File: config.mk
export PLATFORM = sky130hd
export DESIGN_NAME = rob_cmplt_arb
export DESIGN_NICKNAME = d
export VERILOG_FILES = /design/src/rtl/rob_cmplt_arb.sv
export SDC_FILE = /design/constraint.sdc
export NUM_CORES = 1
export LEC_CHECK = 0
export CORE_MARGIN = 1
export CORE_UTILIZATION = 40
export DETAILED_ROUTE_END_ITERATION = 10
export MAX_ROUTING_LAYER = met4
export PLACE_DENSITY = 0.63
export SYNTH_ARGS = -nofsm -noshare
export SYNTH_HDL_FRONTEND = slang
export SYNTH_SLANG_ARGS = --single-unit
File: constraint.sdc
create_clock -name clk -period 12.2 [get_ports clk]
set_input_delay 3.05 -clock clk [delete_from_list [all_inputs] [get_ports clk]]
set_output_delay 3.05 -clock clk [all_outputs]
set_load 0.01 [all_outputs]
File: src/rtl/rob_cmplt_arb.sv
// rtl/rob_cmplt_arb.sv - round-robin completion arbiter feeding the ROB completion port
module rob_cmplt_arb #(
    parameter  int N_REQ    = 6,
    parameter  int GRANTS   = 3,
    parameter  int ELEMENTS = 15,
    localparam int TAG_W    = $clog2(ELEMENTS + 1) + 1,
    localparam int CNT_W    = $clog2(GRANTS + 1)
) (
    input  logic                      clk,
    input  logic                      rst_n,
    input  logic                      flush,
    input  logic [N_REQ-1:0]          req_valid,
    input  logic [N_REQ*TAG_W-1:0]    req_tag,
    output logic [N_REQ-1:0]          req_ready,
    output logic [GRANTS*TAG_W-1:0]   completed,
    output logic [GRANTS-1:0]         cmplt_valid,
    output logic [CNT_W-1:0]          grant_ct
);

    localparam int PTR_W = $clog2(N_REQ);
    // One extra bit so rr_ptr + i never overflows before the wrap subtract.
    localparam int IDX_W = PTR_W + 1;

    logic [PTR_W-1:0] rr_ptr;
    logic [PTR_W-1:0] nxt_ptr;
    logic [PTR_W-1:0] last_idx;
    logic [PTR_W-1:0] idx;
    logic [IDX_W-1:0] idx_w;
    logic [CNT_W-1:0] cnt;
    logic             any_grant;

    logic [TAG_W-1:0] tag_arr  [N_REQ];
    logic [TAG_W-1:0] slot_tag [GRANTS];
    logic [TAG_W-1:0] slot_q   [GRANTS];
    logic [GRANTS-1:0] slot_vld;
    logic [GRANTS-1:0] vld_q;
    logic [CNT_W-1:0]  cnt_q;

    genvar gr;
    generate
        for (gr = 0; gr < N_REQ; gr++) begin : g_unpack
            assign tag_arr[gr] = req_tag[gr*TAG_W +: TAG_W];
        end
        for (gr = 0; gr < GRANTS; gr++) begin : g_pack
            assign completed[gr*TAG_W +: TAG_W] = slot_q[gr];
        end
    endgenerate

    // Walk units in rotating priority order, granting the first GRANTS valid ones
    // and packing their tags into consecutive slots from slot 0.
    always_comb begin
        req_ready = '0;
        slot_vld  = '0;
        cnt       = '0;
        last_idx  = rr_ptr;
        idx_w     = '0;
        idx       = '0;
        for (int k = 0; k < GRANTS; k++) begin
            slot_tag[k] = '0;
        end
        for (int i = 0; i < N_REQ; i++) begin
            idx_w = {1'b0, rr_ptr} + IDX_W'(i);
            if (idx_w >= IDX_W'(N_REQ)) begin
                idx_w = idx_w - IDX_W'(N_REQ);
            end
            idx = idx_w[PTR_W-1:0];
            if (!flush && req_valid[idx] && (cnt < CNT_W'(GRANTS))) begin
                req_ready[idx] = 1'b1;
                slot_tag[cnt]  = tag_arr[idx];
                slot_vld[cnt]  = 1'b1;
                cnt            = cnt + CNT_W'(1);
                last_idx       = idx;
            end
        end
        any_grant = (cnt != '0);
        nxt_ptr   = (last_idx == PTR_W'(N_REQ - 1)) ? '0 : last_idx + PTR_W'(1);
    end

    // Register the packed slots for the ROB bus and advance the pointer past the last grant.
    always_ff @(posedge clk or negedge rst_n) begin
        if (!rst_n) begin
            rr_ptr <= '0;
            vld_q  <= '0;
            cnt_q  <= '0;
            for (int k = 0; k < GRANTS; k++) begin
                slot_q[k] <= '0;
            end
        end else begin
            vld_q <= slot_vld;
            cnt_q <= cnt;
            for (int k = 0; k < GRANTS; k++) begin
                slot_q[k] <= slot_tag[k];
            end
            if (any_grant) begin
                rr_ptr <= nxt_ptr;
            end
        end
    end

    assign cmplt_valid = vld_q;
    assign grant_ct    = cnt_q;

endmodule

==> results of run 1 <==
## final timing paths
check                        startpoint           end  slack (ns)
setup / recovery           req_valid[1]  req_ready[2]        1.79
hold / removal                rr_ptr[1]     rr_ptr[1]        0.80
min in group asynchronous         rst_n     rr_ptr[2]        3.33
max in group asynchronous         rst_n     async pin        8.23
hold reg to reg               rr_ptr[1]     rr_ptr[1]        0.80
setup reg to reg                   flop     rr_ptr[1]        6.07
## registers in the layout (all words and copies together) (netlist names), named ones only
register / cells
completed: 15
cmplt_valid: 3
grant_ct: 2
rr_ptr: 2
## layer usage
layer | track usage | vias up
li1 | - | 2047
met2 | 0.396 | 178
met1 | 0.369 | 1975
met5 | - | -
met3 | 0.0216 | 16
met4 | 0.0569 | 0
## layout make-up
cell class	instances	area [µm²]
clock inverters	1	5.00
well taps	129	161
inverters	15	56.3
multi-input cells	456	3090
repair buffers	66	656
flip-flops and latches	23	577
clock buffers	3	41.3
fillers	908	4740
## synthesized netlist by cell type (all sizes together) (6+ instances only)
master	count
o311ai	8
a22oi	12
o211ai	12
nand3	9
and3	8
a21oi	33
inv	12
o221ai	8
nor3	8
mux2	22
dfrtp	23
nand2	60
nand2b	7
a211oi	8
buf	19
a21o	7
o22ai	9
mux2i	37
nor2	62
clkbuf	13
and2	6
ha	9
o21ai	54
xnor2	10
a31oi	8
## worst max-delay path, cell delays in order
cell and delay (ns):
clkdlybuf4s50_1 0.46, mux2i_1 0.38, a21bo_2 0.29, a31oi_1 0.14, or2_2 0.18, inv_1 0.15
fa_1 0.95, inv_1 0.25, nand2_1 0.11, o22ai_1 0.12, and3_1 0.24, a211oi_1 0.36
mux2i_1 0.15, clkdlybuf4s50_1 0.52
## cells by family (layout without fill, tap and decap cells)
family / count (synthesis) / after routing / share of synthesized area
DFF: 23 / 23 / 0.149
xor gates and xnor gates: 13 / 13 / 0.0381
AOI/OAI and AO/OA: 190 / 190 / 0.336
adders and majority gates: 11 / 11 / 0.0368
buffers and inverters: 47 / 85 / 0.0536
muxes: 60 / 60 / 0.166
and+or+nand+nor: 182 / 182 / 0.221
## stage by stage
stage / area (µm²) / util
floorplan: 3870 / -
global placement: 4540 / 0.487
detailed placement: 4540 / 0.487
CTS: 4590 / 0.492
global route: 4590 / 0.492
finish: 4590 / 0.492
==> summary.txt, run 1 <==
Status
  • Outcome: complete, no violations

Floorplan
  • Io pins: 65
  • Die X: between 100 and 150 µm
  • Die span in y: 100 µm
  • Rows: 35
  • Starting Density: 0.415
  • Core Area: 9330 µm²
  • Die area: around 10000 µm²

STA
  • Achievable Freq: 96.1 MHz
  • Final Hold Slack: ~0.8 ns
  • Period minus WS final: 10.41 ns
  • Fin. max-slew vios: 0
  • RSZ-0062 raised after global routing: false
  • Slew margin rel.: 0.219
  • Final hold vios: 0
  • Final-report setup violation count: 0
  • Slew @ Worst Pin: 1.17 ns
  • Tcrit/Tclk final: 0.853
  • Final TNS setup: 0 ns
  • Fin Clk Skew: approximately 0.00076 ns
  • Final Worst Setup Slack: 1.79 ns

Route
  • Routed wire length per instance: 18.0 µm
  • Via/cell ratio: 6.08
  • Post-Route WL: approximately 13 mm
  • Pre-antenna DRT Iters: 5
  • Via count: about 4200
  • DRT met1 WL: slightly above 6 mm
  • Detail Route Antenna Nets: 0
  • Max Used Layer: met4
  • Routed wl met3: 697 µm
  • DRC errors left: 0
  • Met2 Wirelength: about 5.5 mm
  • Initial DRC Count: 330

Worst setup path
  • Crit path capture type: output port
  • Reg2reg path depth: 16
  • Critical Path RT: 9.15 ns
  • Critical path arrival: 7.36 ns
  • Crit path kind: in2out
  • CP startpoint kind: primary input
  • Largest fanout on the critical path: 15

Placed design
  • DP Worst Slack: 1.88 ns
  • Port bufs: 64
  • Dpl cells: 689
  • HPWL after DPL: 10.0 mm
  • Gp weighted congestion: 0.994

Clock network
  • Postcts setup bufs: 0
  • Hold-fix buffers, CTS: 0
  • H-tree levels: 1
  • Reg clk slew, reported paths: 0.07 ns
  • Total CTS buffers: 3
  • Clk sinks: 23
  • CTS Buffer Depth: 2
  • CTS tree: done
  • Clock Root Buffer: clkbuf_8
  • Post-CTS sizing: 0
  • Skew-Pair Late Insertion Delay: 0.25 ns

Yosys
  • Post-synthesis area per instance: between 7 and 8 µm²
  • Yosys top cell by area: dfrtp_1
  • Syn Nets: 575
  • Synth top area cells: dfrtp_1 15%, mux2i_1 9.6%, o21ai_0 6.2%
  • Synth Cell Area: 3870 µm²
  • Post-synth top area share: 0.149
  • Post-synthesis cell type count: just under 80
  • EDFF count, synth: 0
  • Synth Warn #: 0
  • Sequential share of the synthesized area: 0.149
  • Syn Inst Count: roughly 530
  • Yosys reg bits: 23
  • Synth Flop Type: dfrtp_1
  • Async SR Flop Fraction: 1.00

Layout
  • Cell Count, Final, Fillers Out: around 700
  • Commonest cells after routing, fill and taps aside: 64 x clkdlybuf4s50_1, 62 x nor2_1, 58 x nand2_1, 48 x o21ai_0, 37 x mux2i_1
  • Syn-to-layout area delta: 18.4%
  • Commonest non-fill, non-tap cell in the layout: clkdlybuf4s50_1
  • Antenna fix cells: 0
  • # nets final: a little over 600
  • Layout cells sized above 1: 0.0993

Run
  • Max-cap check violation count: 0

Hold path
  • Worst Hold Depth: 2
  • Hold Path Class: reg2reg

Global route
  • Vias in the first global route: 3846
  • Initial antenna violation count: 0
  • Pin count of the biggest net entering global routing: 52
  • Global-route total usage across every layer: 0.259
  • GR Overflow Total: 0
  • First-pass GRT wire length: approximately 20 mm
Power of run 1 is not shown: default switching activity piles up to over one toggle a cycle in this logic, so the estimate is an artifact.
==> inputs of run 2 (changes only) <==
Settings changed: SLEW_MARGIN set to 10.
==> summary.txt, run 2 (same netlist as run 1, synthesis figures left out) <==
Layout
  • # nets final: 615
  • Cell Count, Final, Fillers Out: 694
  • Layout cells sized above 1: 0.101
  • Max reg flops: 15
  • Syn-to-layout area delta: 18.6%
  • Antenna fix cells: 0
  • Commonest cells after routing, fill and taps aside: 64 x clkdlybuf4s50_1, 62 x nor2_1, 58 x nand2_1, 48 x o21ai_0, 37 x mux2i_1
  • Commonest non-fill, non-tap cell in the layout: clkdlybuf4s50_1

STA
  • Final TNS setup: 0 ns
  • Slew @ Worst Pin: 1.15 ns
  • Tcrit/Tclk final: 0.854
  • Achievable Freq: around 96 MHz
  • Fin. max-slew vios: 0
  • Final hold vios: 0
  • Fin Clk Skew: 0.000642 ns
  • Final Hold Slack: between 0.7 and 0.8 ns
  • RSZ-0062 raised after global routing: false
  • Slew margin rel.: 0.229
  • Period minus WS final: 10.42 ns
  • Final-report setup violation count: 0

Floorplan
  • Die span in y: around 100 µm
  • Core Area: 9330 µm²
  • Die area: about 10000 µm²
  • Io pins: 65
  • Starting Density: 0.415
  • Rows: 35
  • Die X: about 100 µm

Route
  • Via count: 4286
  • Routed wire length per instance: 18.1 µm
  • Initial DRC Count: 340
  • DRC errors left: 0
  • Post-Route WL: roughly 13 mm
  • Via/cell ratio: 6.18
  • Detail Route Antenna Nets: 0
  • Pre-antenna DRT Iters: 5

Clock network
  • Post-CTS sizing: 0
  • Total CTS buffers: 3
  • Clock Root Buffer: clkbuf_8
  • Reg clk slew, reported paths: 0.07 ns
  • CTS Buffer Depth: 2
  • Postcts setup bufs: 0
  • Skew-Pair Late Insertion Delay: 0.25 ns
  • H-tree levels: 1
  • Clk sinks: 23
  • CTS tree: done
  • Hold-fix buffers, CTS: 0

Global route
  • Pin count of the biggest net entering global routing: 52
  • GR Overflow Total: 0
  • Initial antenna violation count: 0
  • Vias in the first global route: about 3800
  • First-pass GRT wire length: between 20 and 25 mm
  • Global-route total usage across every layer: 0.259

Placed design
  • Port bufs: between 60 and 70
  • HPWL after DPL: 10.0 mm
  • Dpl cells: approximately 700
  • Gp weighted congestion: 0.994

Hold path
  • Worst Hold Depth: 2
  • Hold Path Class: reg2reg

Run
  • Max-cap check violation count: 0

Worst setup path
  • Worst R2R Setup Slack: 6.06 ns
  • Critical path arrival: 7.37 ns
  • Reg2reg path depth: 16
  • Critical Path RT: 9.15 ns
  • Largest fanout on the critical path: 15
  • Crit path capture type: output port
  • CP startpoint kind: primary input
  • Crit path kind: in2out

Status
  • Outcome: complete, no violations
-- run 2: final timing paths --
check	start	end
worst max-delay path	req_valid[1]	req_ready[2]
worst min-delay path	rr_ptr[1]	rr_ptr[1]
worst max register to register	flop	rr_ptr[1]
worst min register to register	rr_ptr[1]	rr_ptr[1]
max in group asynchronous	rst_n	async pin
min in group asynchronous	rst_n	rr_ptr[2]
-- run 2: routing by layer --
layer | routed length [µm] | global-route usage | vias to the layer above
met3 | 800 | 0.0216 | 22
met5 | 0 | - | -
met2 | 5550 | 0.396 | 216
met4 | 147 | 0.0569 | 0
met1 | 6090 | 0.369 | 1996
li1 | - | - | 2052
-- run 2: metrics by stage --
step,setup WS [ns],instance area [µm²],utilization
after CTS,1.86,4590,0.492
after detailed placement,1.88,4540,0.487
final,1.78,4600,0.493
after floorplan,3.48,3870,-
after global placement,1.97,4540,0.487
after global routing,1.49,4600,0.493
-- run 2: critical path: stages --
cell and delay, ns:
clkdlybuf4s50_1 0.46, mux2i_1 0.38, a21bo_2 0.29, a31oi_1 0.14
or2_2 0.18, inv_1 0.15, fa_1 0.96, inv_1 0.26
nand2_1 0.11, o22ai_1 0.12, and3_1 0.24, a211oi_1 0.37
mux2i_1 0.15, clkdlybuf4s50_1 0.52
-- run 2: final cells by class --
cell class / instances / area, µm²
clock inverter: 1 / 5.00
tap: 129 / 161
fill: 907 / 4730
multi-input combinational: 456 / 3090
timing repair buffer: 67 / 663
clock buffer: 3 / 41.3
inverter: 15 / 56.3
sequential: 23 / 577
Power of run 2 is left out for the same reason.
==> inputs of run 3 (changes only) <==
Settings changed: GPL_TIMING_DRIVEN set to 0, SLEW_MARGIN 10 to 30.
==> summary.txt, run 3 (same netlist as run 1, synthesis figures left out) <==
Status
  • Outcome: complete, no violations

Global route
  • Global-route total usage across every layer: 0.276
  • First-pass GRT wire length: between 20 and 25 mm
  • Initial antenna violation count: 0
  • GR Overflow Total: 0
  • Pin count of the biggest net entering global routing: 24
  • Vias in the first global route: approximately 3800

Clock network
  • Hold-fix buffers, CTS: 0
  • CTS Buffer Depth: 2
  • Clock Root Buffer: clkbuf_8
  • Clk sinks: 23
  • Total CTS buffers: 3
  • Skew-Pair Late Insertion Delay: 0.26 ns
  • H-tree levels: 1
  • Post-CTS sizing: 0
  • Reg clk slew, reported paths: 0.08 ns
  • CTS tree: done
  • Postcts setup bufs: 0

Floorplan
  • Die area: between 10000 and 15000 µm²
  • Core Area: 9330 µm²
  • Starting Density: 0.415
  • Rows: 35
  • Io pins: 65
  • Die X: around 100 µm
  • Die span in y: 100 µm

Route
  • Detail Route Antenna Nets: 0
  • Via/cell ratio: 6.00
  • DRC errors left: 0
  • Initial DRC Count: between 300 and 400
  • Post-Route WL: 13.4 mm
  • Pre-antenna DRT Iters: 5
  • Routed wire length per instance: 18.5 µm
  • Via count: 4336

Worst setup path
  • CP max stage cell: fa_1
  • Worst R2R Setup Slack: 5.50 ns
  • Reg2reg path depth: 21
  • CP startpoint kind: primary input
  • Critical Path RT: 9.15 ns
  • Crit path kind: in2out
  • Critical Path Max Stage Delay: 0.69 ns
  • Critical path arrival: 7.40 ns
  • Crit-path cells: clkdlybuf4s50_1 > clkbuf_1 > clkbuf_1 > or2_2 > inv_1 > fa_1 > buf_1 > a21oi_1 > a32oi_1 > o21ai_0 > nor2_1 > nor2_1 > clkdlybuf4s50_1
  • Crit path capture type: output port
  • R2r endpoint: rr_ptr[1]
  • Largest fanout on the critical path: 10

STA
  • Fin Clk Skew: 0.00810 ns
  • Tcrit/Tclk final: 0.857
  • RSZ-0062 raised after global routing: false
  • Final hold vios: 0
  • Achievable Freq: between 90 and 100 MHz
  • Slew @ Worst Pin: between 0.7 and 0.8 ns
  • Final TNS setup: 0 ns
  • Fin. max-slew vios: 0
  • Slew margin rel.: 0.470
  • Period minus WS final: 10.45 ns
  • Final-report setup violation count: 0

Placed design
  • Port bufs: 64
  • Gp weighted congestion: about 0.96
  • HPWL after DPL: ~11 mm

Hold path
  • Worst Hold End: rr_ptr[2]
  • Hold Path Class: reg2reg
  • Hold path start: rr_ptr[2]
  • Worst Hold Depth: 3

Layout
  • Layout cells sized above 1: 0.118
  • Syn-to-layout area delta: 21.8%
  • Max reg flops: 15
  • Commonest non-fill, non-tap cell in the layout: clkdlybuf4s50_1
  • Commonest cells after routing, fill and taps aside: 63 x clkdlybuf4s50_1, 62 x nor2_1, 58 x nand2_1, 48 x o21ai_0, 37 x mux2i_1
  • # nets final: 644
  • Antenna fix cells: 0

Run
  • Max-cap check violation count: 0
run 3: changes by cell type in the layout (fill, tap and decap cells not counted), sizes merged:
cell,change
buf,+18
clkbuf,+12
clkdlybuf4s50,-1
run 3: worst max path at each step:
| stage | start | end | slack (ns) | cells after the start |
|---|---|---|---|---|
| after global placement | flush | req_ready[4] | 1.80 | 13 |
| after CTS | flush | req_ready[4] | 1.81 | 13 |
| final | flush | req_ready[4] | 1.75 | 13 |
| after global routing | flush | req_ready[4] | 1.53 | 13 |
| after detailed placement | flush | req_ready[4] | 1.81 | 13 |
| after floorplan | req_valid[4] | req_ready[0] | 3.48 | 14 |
run 3: routing by layer:
metal | global-route usage | routed length [µm]
met5 | - | 0
met4 | 0.0379 | 78
met3 | 0.0216 | 881
met2 | 0.430 | 6010
met1 | 0.399 | 6440
run 3: stage by stage:
stage / instance area [µm²] / utilization / setup WS [ns] / std cells / hold WS, ns
5_1_grt: 4720 / 0.506 / 1.53 / 723 / 0.886
2_1_floorplan: 3870 / - / 3.48 / 526 / 0.742
4_1_cts: 4720 / 0.506 / 1.81 / 723 / 0.866
3_5_place_dp: 4680 / 0.501 / 1.81 / 719 / 0.851
6_report: 4720 / 0.506 / 1.75 / 723 / 0.871
3_3_place_gp: 4680 / 0.501 / 1.80 / 719 / 0.815
run 3: layout make-up:
cell class | instances | area [µm²]
Buffer | 32 | 151
Clock buffer | 3 | 41.3
Clock inverter | 1 | 5.00
Fill cell | 957 | 4610
Inverter | 15 | 56.3
Multi-Input combinational cell | 456 | 3090
Sequential cell | 23 | 576
Tap cell | 129 | 161
Timing Repair Buffer | 64 | 636
run 3: critical path: cells and delay by family:
kind | cells | cell delay (ns)
and+or+nand+nor | 3 | 0.47
buffers and inverters | 6 | 2.47
adders and majority gates | 1 | 0.69
AOI/OAI and AO/OA | 3 | 0.72
Power of run 3 is left out for the same reason.
